==> config.mk <==
export PLATFORM = sky130hd
export DESIGN_NAME = fetch_unit
export DESIGN_NICKNAME = d
export VERILOG_FILES = /design/src/rtl/fetch_unit.sv
export SDC_FILE = /design/constraint.sdc
export NUM_CORES = 1
export LEC_CHECK = 0
export BUFFER_PORTS_ARGS = -buffer_cell sky130_fd_sc_hd__buf_4
export CORE_MARGIN = 1.5
export CORE_UTILIZATION = 56
export CTS_CLUSTER_SIZE = 14
export DETAILED_ROUTE_END_ITERATION = 7
export PLACE_DENSITY = 0.76
export SLEW_MARGIN = 20
export SYNTH_ARGS = -nofsm -noshare
export SYNTH_HDL_FRONTEND = slang
export SYNTH_SLANG_ARGS = --single-unit
export TNS_END_PERCENT = 20
==> constraint.sdc <==
create_clock -name CLK -period 1.6 [get_ports CLK]
set_input_delay 0.32 -clock CLK [delete_from_list [all_inputs] [get_ports CLK]]
set_output_delay 0.32 -clock CLK [all_outputs]
set_load 0.02 [all_outputs]
==> src/rtl/fetch_unit.sv <==
// Program-counter and fetch sequencer for the 9-bit single-cycle core, with a
// software-loadable branch-target LUT. Optional counters under FETCH_PERF_EN.
module fetch_unit #(
    parameter int PC_W      = 10,
    parameter int LUT_IDX_W = 5
) (
    input  logic                 CLK,
    input  logic                 reset_n,
    input  logic                 start,
    input  logic [PC_W-1:0]      start_addr,
    input  logic                 halt,
    input  logic                 branch_en,
    input  logic [LUT_IDX_W-1:0] branch_idx,
    input  logic                 lut_we,
    input  logic [LUT_IDX_W-1:0] lut_waddr,
    input  logic [PC_W-1:0]      lut_wdata,
    output logic [PC_W-1:0]      prog_ctr,
    output logic                 fetch_valid,
    output logic                 done
`ifdef FETCH_PERF_EN
    ,
    output logic [15:0]          instr_count,
    output logic [15:0]          taken_count
`endif
);

    localparam int LUT_DEPTH = 1 << LUT_IDX_W;
    localparam logic [PC_W-1:0] PC_ONE = {{(PC_W-1){1'b0}}, 1'b1};

    typedef enum logic [1:0] {
        ST_IDLE   = 2'd0,
        ST_RUN    = 2'd1,
        ST_HALTED = 2'd2
    } state_t;

    state_t          r_state;
    state_t          w_next_state;
    logic [PC_W-1:0] r_prog_ctr;
    logic [PC_W-1:0] w_next_pc;
    logic [PC_W-1:0] r_lut [LUT_DEPTH];
    logic [PC_W-1:0] w_branch_target;
    logic            w_branch_taken;

    // Combinational read sees the pre-write entry, giving read-before-write.
    assign w_branch_target = r_lut[branch_idx];

    always_ff @(posedge CLK or negedge reset_n) begin
        if (!reset_n) begin
            r_state    <= ST_IDLE;
            r_prog_ctr <= '0;
        end else begin
            r_state    <= w_next_state;
            r_prog_ctr <= w_next_pc;
        end
    end

    always_comb begin
        w_next_state   = r_state;
        w_next_pc      = r_prog_ctr;
        w_branch_taken = 1'b0;
        case (r_state)
            ST_IDLE: begin
                if (start) begin
                    w_next_pc    = start_addr;
                    w_next_state = ST_RUN;
                end
            end
            ST_RUN: begin
                if (start) begin
                    w_next_pc = start_addr;
                end else if (halt) begin
                    w_next_state = ST_HALTED;
                end else if (branch_en) begin
                    w_next_pc      = w_branch_target;
                    w_branch_taken = 1'b1;
                end else begin
                    w_next_pc = r_prog_ctr + PC_ONE;
                end
            end
            ST_HALTED: begin
                if (start) begin
                    w_next_pc    = start_addr;
                    w_next_state = ST_RUN;
                end
            end
            default: begin
                w_next_state = ST_IDLE;
                w_next_pc    = '0;
            end
        endcase
    end

    always_ff @(posedge CLK or negedge reset_n) begin
        if (!reset_n) begin
            for (int i = 0; i < LUT_DEPTH; i++) begin
                r_lut[i] <= '0;
            end
        end else if (lut_we) begin
            r_lut[lut_waddr] <= lut_wdata;
        end
    end

    assign prog_ctr    = r_prog_ctr;
    assign fetch_valid = (r_state == ST_RUN);
    assign done        = (r_state == ST_HALTED);

`ifdef FETCH_PERF_EN
    logic [15:0] r_instr_count;
    logic [15:0] r_taken_count;

    // Both counters saturate; start clears them regardless of state.
    always_ff @(posedge CLK or negedge reset_n) begin
        if (!reset_n) begin
            r_instr_count <= '0;
            r_taken_count <= '0;
        end else if (start) begin
            r_instr_count <= '0;
            r_taken_count <= '0;
        end else begin
            if ((r_state == ST_RUN) && (r_instr_count != 16'hFFFF)) begin
                r_instr_count <= r_instr_count + 16'd1;
            end
            if (w_branch_taken && (r_taken_count != 16'hFFFF)) begin
                r_taken_count <= r_taken_count + 16'd1;
            end
        end
    end

    assign instr_count = r_instr_count;
    assign taken_count = r_taken_count;
`endif

endmodule

## After elaboration in Yosys (flattened, before gate mapping)

Index checks and enable logic that the tools add are counted.
W data, S select, Z words.

| word-level totals | value |
|---|---|
| bits in registers | 332 |
| bits of input ports | 36 |
| output and inout bits | 12 |

| cells by class | value |
|---|---|
| $add $sub $neg | 1 |
| $lt $le $gt $ge | 3 |
| equal/unequal tests | 6 |
| multiplexer cells | 15 |
| bitwise operators | 2 |
| reduce and logical (&&, ||, !) cells | 5 |

Operators by type and width:

| kind | number |
|---|---|
| $bwmux W320 | 1 |
| $mux W10 | 7 |
| $bmux W10 S5 | 1 |
| $demux W10 S5 | 1 |
| $pmux W10 S2 | 1 |
| $ge A6 B6 Y1 const B | 2 |
| $not A5 Y6 | 2 |
| $add A10 B1 Y10 const B | 1 |
| $lt A6 B1 Y1 const B | 1 |
| $mux W2 | 3 |
| $ne A2 B2 Y1 const B | 2 |
| $pmux W2 S2 | 1 |
| $ne A3 B3 Y1 const B | 1 |
| $reduce_and A3 Y1 | 1 |
| $eq A2 B1 Y1 const B | 1 |
| $eq A2 B2 Y1 const B | 1 |
| $logic_not A2 Y1 | 1 |
| $ne A2 B1 Y1 const B | 1 |
| $reduce_and A2 Y1 | 1 |
| $reduce_or A2 Y1 | 1 |
| $logic_and A1 B1 Y1 | 1 |

## Logic depth before layout (Yosys ltp)

Gate-level depths: netlist of the first run.

| logic depth | value |
|---|---|
| depth after elaboration | 8 |
| gate-level depth with buffers | 9 |
| mapped depth without buffers | 6 |

## Worst setup path before layout of the first run

OpenSTA, ideal clock, no wires.

| path | value |
|---|---|
| path type | input to register |
| from | input port branch_idx[0] |
| to | register r_prog_ctr[0] (netlist: prog_ctr[0]) |
| arrival time | 1.723 ns |
| required time | 1.472 ns |
| setup slack | -0.252 ns |
| cell stages on the path | 8 |
| path buffers | 3 |
| path through | buf_6 buf_6 buf_4 mux4_2 nand3_1 nand3_1 nor4_1 nor3_1 |

| on the way | value |
|---|---|
| cells in the longest elaborated chain, start to end | 8 |

RTL lines:

| element | RTL line | source |
|---|---|---|
| start, declared | 13 | `input logic [LUT_IDX_W-1:0] branch_idx,` |
| $not A5 Y6 (implied by the code) | 45 | `assign w_branch_target = r_lut[branch_idx];` |
| $bmux W10 S5 | 45 |  |
| $mux W10 (implied by the code) (2 in a row) | 45 |  |
| $mux W10 | 73 | `end else if (branch_en) begin` |
| $mux W10 | 71 | `end else if (halt) begin` |
| $mux W10 | 69 | `if (start) begin` |
| $pmux W10 S2 | 61 | `case (r_state)` |
| end signal, assigned | 53 | `r_prog_ctr <= w_next_pc;` |
| end, declared | 38 | `logic [PC_W-1:0] r_prog_ctr;` |

Every way passes these cells. The select of a mux whose other input is x is not followed.
A chain may end at the register's enable or synchronous reset.

## Worst setup path after layout of the first run

| path | value |
|---|---|
| from | register r_lut[249] (netlist name) |
| to | register r_prog_ctr[9] (netlist: prog_ctr[9]) |

| on the way | value |
|---|---|
| cells in the longest elaborated chain, start to end | 7 |

RTL lines:

| element | RTL line | source |
|---|---|---|
| start, declared | 40 | `logic [PC_W-1:0] r_lut [LUT_DEPTH];` |
| start signal, assigned by index | 99 | `r_lut[lut_waddr] <= lut_wdata;` |
| $bmux W10 S5 | 45 |  |
| $mux W10 (implied by the code) (2 in a row) | 45 |  |
| $mux W10 | 73 |  |
| $mux W10 | 71 |  |
| $mux W10 | 69 |  |
| $pmux W10 S2 | 61 |  |

Every way passes these cells. The select of a mux whose other input is x is not followed.

==> results.py, run 1 <==
metrics = {
    "global_route": {
        "grt_max_degree": 76,
        "antenna_found_initial": 0,
        "grt_overflow": 0,
        "grt_pass1_vias": 10624,
        "grt_pass1_wl_mm": 62.51,
        "gr-usage-all-layers_pct": 28.88,
    },
    "placed_design": {
        "place_inst": 1534,
        "pre_cts_ws_ns": -0.5948,
        "hpwl_mm": 25.99,
        "portBuffers": 47,
        "place_area_um2": 17650,
        "routabilityCongestion": 0.8772,
    },
    "worst_setup_path": {
        "reg2reg_from": "r_lut[249]",
        "crit_fanout": 2,
        "cp.required_ns": 2.03,
        "crit_type": "flip-flop to flip-flop",
        "end_kind": "flip-flop",
        "startpoint_type": "flip-flop",
        "crit_arrival_ns": 2.25,
        "reg2reg_depth": 5,
        "ff2ff_setup_slack_ns": -0.22,
        "reg2reg_to": "prog_ctr[9]",
    },
    "yosys": {
        "synth-compound-area-share_pct": 2.963,
        "syn_inst": 1064,
        "synthFlopType": "dfrtp_1",
        "synth_top_area_cell": "dfrtp_1",
        "synth_most_common_cell": "dfrtp_1",
        "yosys_warnings": 0,
        "avgSynthCellArea_um2": 14.64,
        "synth-edff-count": 0,
        "synthXorXnorAreaFrac_pct": 0.4497,
        "synth.cell_area_um2": 15580,
        "synth_area_leaders": "dfrtp_1 (53%), mux2_2 (23%), mux4_2 (10%), mux2i_1 (2.6%), clkbuf_1 (1.2%)",
        "synth_fp_nets": 1101,
        "synth_top_family_by_area": "multiplexers",
        "synth-adder-area-share_pct": 0.08030,
        "yosysTopAreaCellShare_pct": 53.32,
        "ys_seq_area_share_pct": 53.32,
        "synth_simple_gate_area_share_pct": 4.955,
        "async_reset_ff_share_pct": 100.0,
        "synthMuxAreaShare_pct": 35.81,
        "ys_ff_latch": 332,
        "synthTopCellsByCount": "dfrtp_1 (332), mux2_2 (320), mux4_2 (69)",
        "ys_types": 53,
    },
    "min_path": {
        "hp-class": "input pin to flip-flop",
        "whs_path_depth": 3,
        "whs_endpoint": "prog_ctr[6]",
        "hold_start": "start_addr[6]",
    },
    "routing": {
        "drtIter0Drc": 758,
        "avgViaCountPerCell": 6.217,
        "wl_per_cell_um": 24.75,
        "vias": 9935,
        "drc": 0,
        "drt-total-wl_mm": 39.55,
        "antenna_left": 0,
        "dr.pass1.iters": 5,
    },
    "die": {
        "start_util_pct": 57.49,
        "die_area_um2": 28830,
        "die_y_um": 169.8,
        "die_w_um": 169.8,
        "row_count": 60,
        "io_pins": 48,
        "core-area_um2": 27100,
    },
    "clocking": {
        "clk_pin_slew_ns": 0.06,
        "cts-root-buf": "clkbuf_16",
        "clock-sinks": 332,
        "cts_tree": "done",
        "cts_max_level": 2,
        "cts.path.max_buffers": 3,
        "clk_latency_ns": 0.51,
        "cts_buffers": 35,
    },
    "timing": {
        "rsz0062_at_grt": "yes",
        "fin_crit_ns": 1.818,
        "worst_slew_pin_slew_ns": 0.6241,
        "setup_viol": 8,
        "fin_crit_sh_pct": 113.6,
        "finalHoldViolations": 0,
        "drv_slew": 0,
        "slew_headroom_pct": 58.30,
        "setup_ws_ns": -0.2182,
        "holdWs_ns": 0.1167,
        "fmax_mhz": 550.0,
        "skew_ns": 0.01053,
    },
    "power": {
        "power.density_nw_per_um2": 1256,
        "max-vdd-ir-drop_mv": 0.6200,
        "leakagePower_uw": 0.008520,
    },
    "layout": {
        "num_antenna_cells": 0,
        "final_layout_size_suffix_gt1_share_pct": 53.26,
        "final_area_um2": 18990,
        "utilization_pct": 70.07,
        "layout.nets": 1237,
        "fin_cells": 1598,
        "area_delta_synth_final_pct": 21.88,
    },
    "outcome": {
        "status": "finished, violations left",
        "violations": "negative setup slack",
    },
    "flow_run": {
        "cap_violations": 0,
    },
}
[through the flow]
step | total power [µW] | setup TNS [ns]
final | 23860 | -0.5849
after global routing | 24780 | -1.071
after CTS | 23880 | -0.4752
after detailed placement | 15380 | -25.06
after global placement | 15150 | -20.46
after floorplan | 13730 | -9.817
[area by class of cell]
class | instances | area (µm²)
fillers | 1785 | 8110
flip-flops and latches | 332 | 8308
inverters | 7 | 33.78
well taps | 372 | 465.4
multi-input cells | 653 | 7149
clock buffers | 50 | 1025
repair buffers | 171 | 1838
clock inverters | 13 | 171.4
[layer usage]
| layer | GRT usage, % | share of wire, % | vias up | wire length, µm |
|---|---|---|---|---|
| met5 | 0 | 0 | - | 0 |
| met4 | 10.50 | 3.3 | 0 | 1287 |
| met3 | 4.571 | 5.8 | 74 | 2303 |
| met2 | 45.49 | 47 | 330 | 18540 |
| met1 | 40.95 | 44 | 5288 | 17420 |
| li1 | - | - | 4243 | - |
[worst max path at each step]
| stage | start | endpoint | cells after the start |
|---|---|---|---|
| after global routing | r_lut[249] | prog_ctr[9] | 5 |
| after CTS | r_lut[249] | prog_ctr[9] | 5 |
| after detailed placement | branch_idx[1] | prog_ctr[3] | 8 |
| after floorplan | branch_idx[0] | prog_ctr[9] | 6 |
| final | r_lut[249] | prog_ctr[9] | 5 |
| after global placement | branch_idx[1] | prog_ctr[3] | 8 |
[placed cells by master, fill, tap and decap left out, types with 8 or more instances in the layout]
master     instances
dfrtp_1          332
mux2_2           290
buf_4            122
mux4_2            69
buf_12            42
clkbuf_16         37
mux2i_1           36
nand2_1           35
mux2_4            30
nor2_1            22
nand3_1           18
nor2_2            11
nor2b_1           11
nor3_1            10
a21oi_1           10
clkbuf_1           8
[worst max-delay path, stage by stage, from the launching register on]
cell and delay [ns]:
dfrtp_1 0.36, mux2i_1 0.09, mux4_2 0.54, a2111o_1 0.39, a221o_1 0.27, o21ai_1 0.08
[repair_timing]
item                                   in CTS  in global routing
pin swaps                                   5                  2
endpoints found under the hold margin      76                  0
hold buffers                                1                  0
setup endpoints to repair                  10                 12
gates resized for setup                    18                 11
buffers inserted                            0                  0
cloned                                      0                  0
[flip-flops by register name, indices dropped and copies added, names as in the netlist]
name and cells:
prog_ctr 10, r_lut 320, r_state 2
[cell families after synthesis]
logic type / count (synthesis)
multiplexers: 431
flip-flops: 332
AND/OR/NAND/NOR: 148
buffers and inverters: 79
AO/OA/AOI/OAI: 65
XOR/XNOR: 8
adder cells (fa/ha/maj): 1
[report_power, final]
part | switching (µW) | internal (µW) | total (µW) | leakage (µW)
clock | 3290 | 5120 | 8400 | 0.000590
combinational | 1880 | 2630 | 4510 | 0.00370
sequential | 915 | 10000 | 10900 | 0.00423
No activity file was read; power rests on OpenSTA's default activity.
==> inputs of run 2 (changes only) <==
Settings changed: CORE_UTILIZATION 56 to 60, PLACE_DENSITY 0.76 to 0.77.
Clock period 1.6 ns to 2.35 ns, I/O delays scaled along.
==> results.py, run 2 (same netlist as run 1, synthesis figures left out) <==
metrics = {
    "clocking": {
        "cts_tree": "done",
        "clk_latency_ns": 0.52,
        "cts-root-buf": "clkbuf_16",
        "cts.path.max_buffers": 3,
        "cts_buffers": 36,
        "cts_resized": 0,
        "clock-sinks": 332,
        "cts_max_level": 2,
        "clk_pin_slew_ns": 0.06,
        "postCtsSetupBuffers": 0,
    },
    "global_route": {
        "grt_pass1_wl_mm": 59.97,
        "grt_overflow": 0,
        "grt_max_degree": 71,
        "gr-usage-all-layers_pct": 29.92,
        "grt_pass1_vias": 10032,
        "antenna_found_initial": 0,
    },
    "layout": {
        "final_cell_mix": "dfrtp_1 (332), mux2_2 (320), buf_4 (103)",
        "n_fill_cell": 1678,
        "multi_input_area_um2": 6897,
        "area_delta_synth_final_pct": 13.74,
        "register_area_um2": 8308,
        "final_area_um2": 17720,
        "regMostFlops": "r_lut",
        "num_antenna_cells": 0,
        "largest_reg_flops": 320,
        "final_common_cell": "dfrtp_1",
        "layout.nets": 1180,
        "final_layout_size_suffix_gt1_share_pct": 49.18,
    },
    "worst_setup_path": {
        "crit_type": "input pin to flip-flop",
        "crit_arrival_ns": 2.28,
        "path_delay_family": "compound AO/OA/AOI/OAI gates",
        "ff2ff_setup_slack_ns": 0.52,
        "end_kind": "flip-flop",
        "crit_fanout": 16,
        "path_cells": "buf_4 -> buf_4 -> nor2b_1 -> a2111oi_0 -> nor4_1 -> a211oi_1 -> o21ai_0",
        "max_stage_delay_ns": 0.62,
        "cpMaxStageDelayCell": "a2111oi_0",
        "critPathBufInv": 2,
        "startpoint_type": "input pin",
        "crit_top_cell": "buf_4",
        "cp.required_ns": 2.73,
    },
    "routing": {
        "avgViaCountPerCell": 6.502,
        "vias": 9721,
        "antenna_left": 0,
        "drc": 0,
        "dr.pass1.iters": 5,
        "drt-total-wl_mm": 38.39,
        "wl_per_cell_um": 25.68,
        "drtIter0Drc": 936,
    },
    "timing": {
        "fin_crit_ns": 1.898,
        "slew_headroom_pct": 54.46,
        "worst_slew_pin_slew_ns": 0.6658,
        "drv_slew": 0,
        "rsz0062_at_grt": "no",
        "fin_crit_sh_pct": 80.76,
        "setup_viol": 0,
        "finalHoldViolations": 0,
        "fmax_mhz": 526.9,
        "skew_ns": 0.01740,
    },
    "min_path": {
        "hp-class": "input pin to flip-flop",
    },
    "placed_design": {
        "portBuffers": 47,
        "routabilityCongestion": 0.9066,
        "hpwl_mm": 24.71,
        "place_area_um2": 16590,
    },
    "power": {
        "max-vdd-ir-drop_mv": 0.5121,
        "leakagePower_uw": 0.007976,
        "p_total_uw": 15640,
        "power.density_nw_per_um2": 882.3,
    },
    "die": {
        "core-area_um2": 25330,
        "die_w_um": 164.1,
        "start_util_pct": 61.52,
        "die_area_um2": 26940,
        "die_y_um": 164.1,
        "row_count": 58,
        "io_pins": 48,
    },
    "flow_run": {
        "cap_violations": 0,
    },
    "outcome": {
        "status": "finished clean",
    },
}
[run 2: per-stage QoR]
stage	hold slack, ns	setup WS, ns	util [%]	cells	setup TNS [ns]
finish	0.2107	0.4522	69.97	1495	0
global route	0.2078	0.2708	69.97	1495	0
CTS	0.2002	0.5114	69.97	1495	0
detailed placement	0.4370	-0.002474	65.52	1434	-0.002474
global placement	0.4393	-0.005212	65.52	1434	-0.005212
floorplan	0.1744	0.3485	-	1064	0
[run 2: what timing repair did]
action / in CTS / in global routing
endpoints found under the setup margin: 0 / 0
hold buffers: 1 / 0
hold endpoints to repair: 46 / 0
[run 2: path summary, 6_finish.rpt]
kind                                from          end  depth (start not counted)
max in group asynchronous        reset_n    r_lut[54]                          3
max reg2reg                   r_lut[259]  prog_ctr[9]                          5
min                                start   r_state[1]                          2
max                        branch_idx[1]  prog_ctr[3]                          7
min in group asynchronous        reset_n   r_lut[143]                          2
min reg2reg                   r_lut[194]   r_lut[194]                          1
[run 2: per-layer routing]
layer  global-route usage, %  routed length [µm]  up-vias
li1                        -                   -     4127
met1                   43.57               17120     5150
met2                   46.57               17860      372
met3                   4.823                2305       72
met4                   9.380                1102        0
met5                       0                   0        -
[run 2: layout make-up]
| cell class | instances | share of cell area [%] |
|---|---|---|
| Clock inverter | 8 | 0.3671 |
| Multi-Input combinational cell | 653 | 38.92 |
| Sequential cell | 332 | 46.88 |
| Inverter | 7 | 0.1624 |
| Tap cell | 330 | 2.330 |
| Clock buffer | 52 | 5.938 |
| Timing Repair Buffer | 113 | 5.408 |
[run 2: worst reg2reg max path, stage by stage, from the launching register on]
cell and delay, ns:
dfrtp_1 0.36, mux2i_1 0.09, mux4_2 0.52, a2111o_1 0.43
a221o_1 0.27, o21ai_0 0.07
[run 2: report_power, final]
group	total [µW]	switching, µW	internal, µW
logic	2760	1180	1580
registers	7450	620	6830
clock network	5430	2220	3200
total	15600	4020	11600
==> inputs of run 3 (changes only) <==
Clock period 2.35 ns to 1.8 ns, I/O delays scaled along.
==> results.py, run 3 (same netlist as run 1, synthesis figures left out) <==
metrics = {
    "outcome": {
        "status": "finished clean",
    },
    "timing": {
        "worst_slew_pin_slew_ns": 0.6900,
        "finalHoldViolations": 0,
        "slew_headroom_pct": 53.42,
        "fin_crit_sh_pct": 99.08,
        "skew_ns": 0.008652,
        "rsz0062_at_grt": "yes",
        "fmax_mhz": 560.7,
        "fin_crit_ns": 1.783,
        "holdWs_ns": 0.04466,
        "drv_slew": 0,
        "setup_viol": 0,
    },
    "worst_setup_path": {
        "end_kind": "flip-flop",
        "path_delay_family": "compound AO/OA/AOI/OAI gates",
        "crit_arrival_ns": 2.21,
        "crit_fanout": 2,
        "critPathBufInv": 0,
        "crit_type": "flip-flop to flip-flop",
        "max_stage_delay_ns": 0.52,
        "path_cells": "mux2i_1 -> mux4_2 -> a2111o_1 -> a221o_1 -> o21ai_1",
        "cp.required_ns": 2.23,
        "startpoint_type": "flip-flop",
        "cpMaxStageDelayCell": "mux4_2",
    },
    "routing": {
        "wl_met1_mm": 17.22,
        "wl_met3_mm": 2.544,
        "vias": 9975,
        "drt-total-wl_mm": 40.07,
        "drtIter0Drc": 735,
        "avgViaCountPerCell": 6.465,
        "routed.top_layer": "met4",
        "dr.pass1.iters": 5,
        "wl_per_cell_um": 25.97,
        "antenna_left": 0,
        "drc": 0,
        "dr_wl_met2_mm": 19.13,
    },
    "layout": {
        "final_cell_mix": "dfrtp_1 (332), mux2_2 (320), buf_4 (125)",
        "final_layout_size_suffix_gt1_share_pct": 51.85,
        "regMostFlops": "r_lut",
        "largest_reg_flops": 320,
        "area_delta_synth_final_pct": 18.70,
        "layout.nets": 1227,
        "num_antenna_cells": 0,
        "final_common_cell": "dfrtp_1",
    },
    "clocking": {
        "clk_pin_slew_ns": 0.06,
        "cts_buffers": 36,
        "cts.path.max_buffers": 3,
        "cts-root-buf": "clkbuf_16",
        "clock-sinks": 332,
        "cts_max_level": 2,
        "clk_latency_ns": 0.51,
        "cts_tree": "done",
    },
    "flow_run": {
        "cap_violations": 0,
    },
    "placed_design": {
        "hpwl_mm": 26.79,
        "routabilityCongestion": 0.8948,
        "portBuffers": 47,
    },
    "die": {
        "row_count": 58,
        "start_util_pct": 61.52,
        "io_pins": 48,
        "die_w_um": 164.1,
        "die_y_um": 164.1,
        "core-area_um2": 25330,
        "die_area_um2": 26940,
    },
    "global_route": {
        "grt_pass1_wl_mm": 61.82,
        "grt_overflow": 0,
        "antenna_found_initial": 0,
        "gr-usage-all-layers_pct": 31.13,
        "grt_max_degree": 52,
        "grt_pass1_vias": 10357,
    },
    "min_path": {
        "hp-class": "input pin to flip-flop",
    },
    "power": {
        "power.density_nw_per_um2": 1129,
        "p_total_uw": 20880,
        "max-vdd-ir-drop_mv": 0.8441,
        "leakagePower_uw": 0.008324,
    },
}
[run 3: changes by cell type in the layout (fill, tap and decap cells not counted), moves of 2 or more]
cell	before	now
a2111oi_0	2	0
clkbuf_1	8	6
buf_4	103	125
bufinv_16	1	3
buf_12	8	33
[run 3: stage by stage]
stage               worst slack [ns]  util (%)  cell area, µm²  cells  TNS [ns]
CTS                          0.01179     72.82           18440   1542         0
global route                -0.03816     73.03           18500   1543  -0.03816
finish                       0.01664     73.03           18500   1543         0
floorplan                   -0.05565         -           15610   1064    -1.752
detailed placement           -0.4696     68.12           17250   1480    -7.460
global placement             -0.4296     68.12           17250   1480    -6.265
[run 3: report_power, final]
part / internal (µW) / leakage, µW / switching (µW)
Sequential: 8920 / 0.00423 / 828
Clock: 4430 / 0.000581 / 2880
Combinational: 2190 / 0.00351 / 1640
[run 3: area by class of cell]
| class | count | area (µm²) |
|---|---|---|
| inverters | 7 | 28.78 |
| flip-flops and latches | 332 | 8308 |
| repair buffers | 160 | 1624 |
| multi-input cells | 653 | 6949 |
| fillers | 1601 | 6832 |
| well taps | 330 | 412.9 |
| clock inverters | 12 | 141.4 |
| clock buffers | 49 | 1031 |
[run 3: final timing paths]
check | start | end | slack, ns | cells after the start
hold reg to reg | r_lut[194] | r_lut[194] | 0.49 | 1
setup / recovery | r_lut[259] | prog_ctr[9] | 0.02 | 5
max in group asynchronous | reset_n | r_lut[244] | 0.72 | 4
min in group asynchronous | reset_n | r_lut[94] | 0.36 | 2
setup reg to reg | r_lut[259] | prog_ctr[9] | 0.02 | 5
hold / removal | start | r_state[1] | 0.04 | 2
[run 3: per-layer routing]
layer	global-route usage (%)	vias up
met3	6.667	71
met4	10.58	0
li1	-	4221
met1	43.46	5316
met2	48.85	367
met5	0	-
[run 3: what timing repair did]
| action | 4_1_cts | 5_1_grt |
|---|---|---|
| hold endpoints to repair | 30 | 0 |
| setup buffers | 0 | 1 |
| pin swaps | 1 | 1 |
| hold buffers | 1 | 0 |
| cloned | 0 | 0 |
| gates resized for setup | 3 | 8 |
| setup endpoints to repair | 2 | 4 |
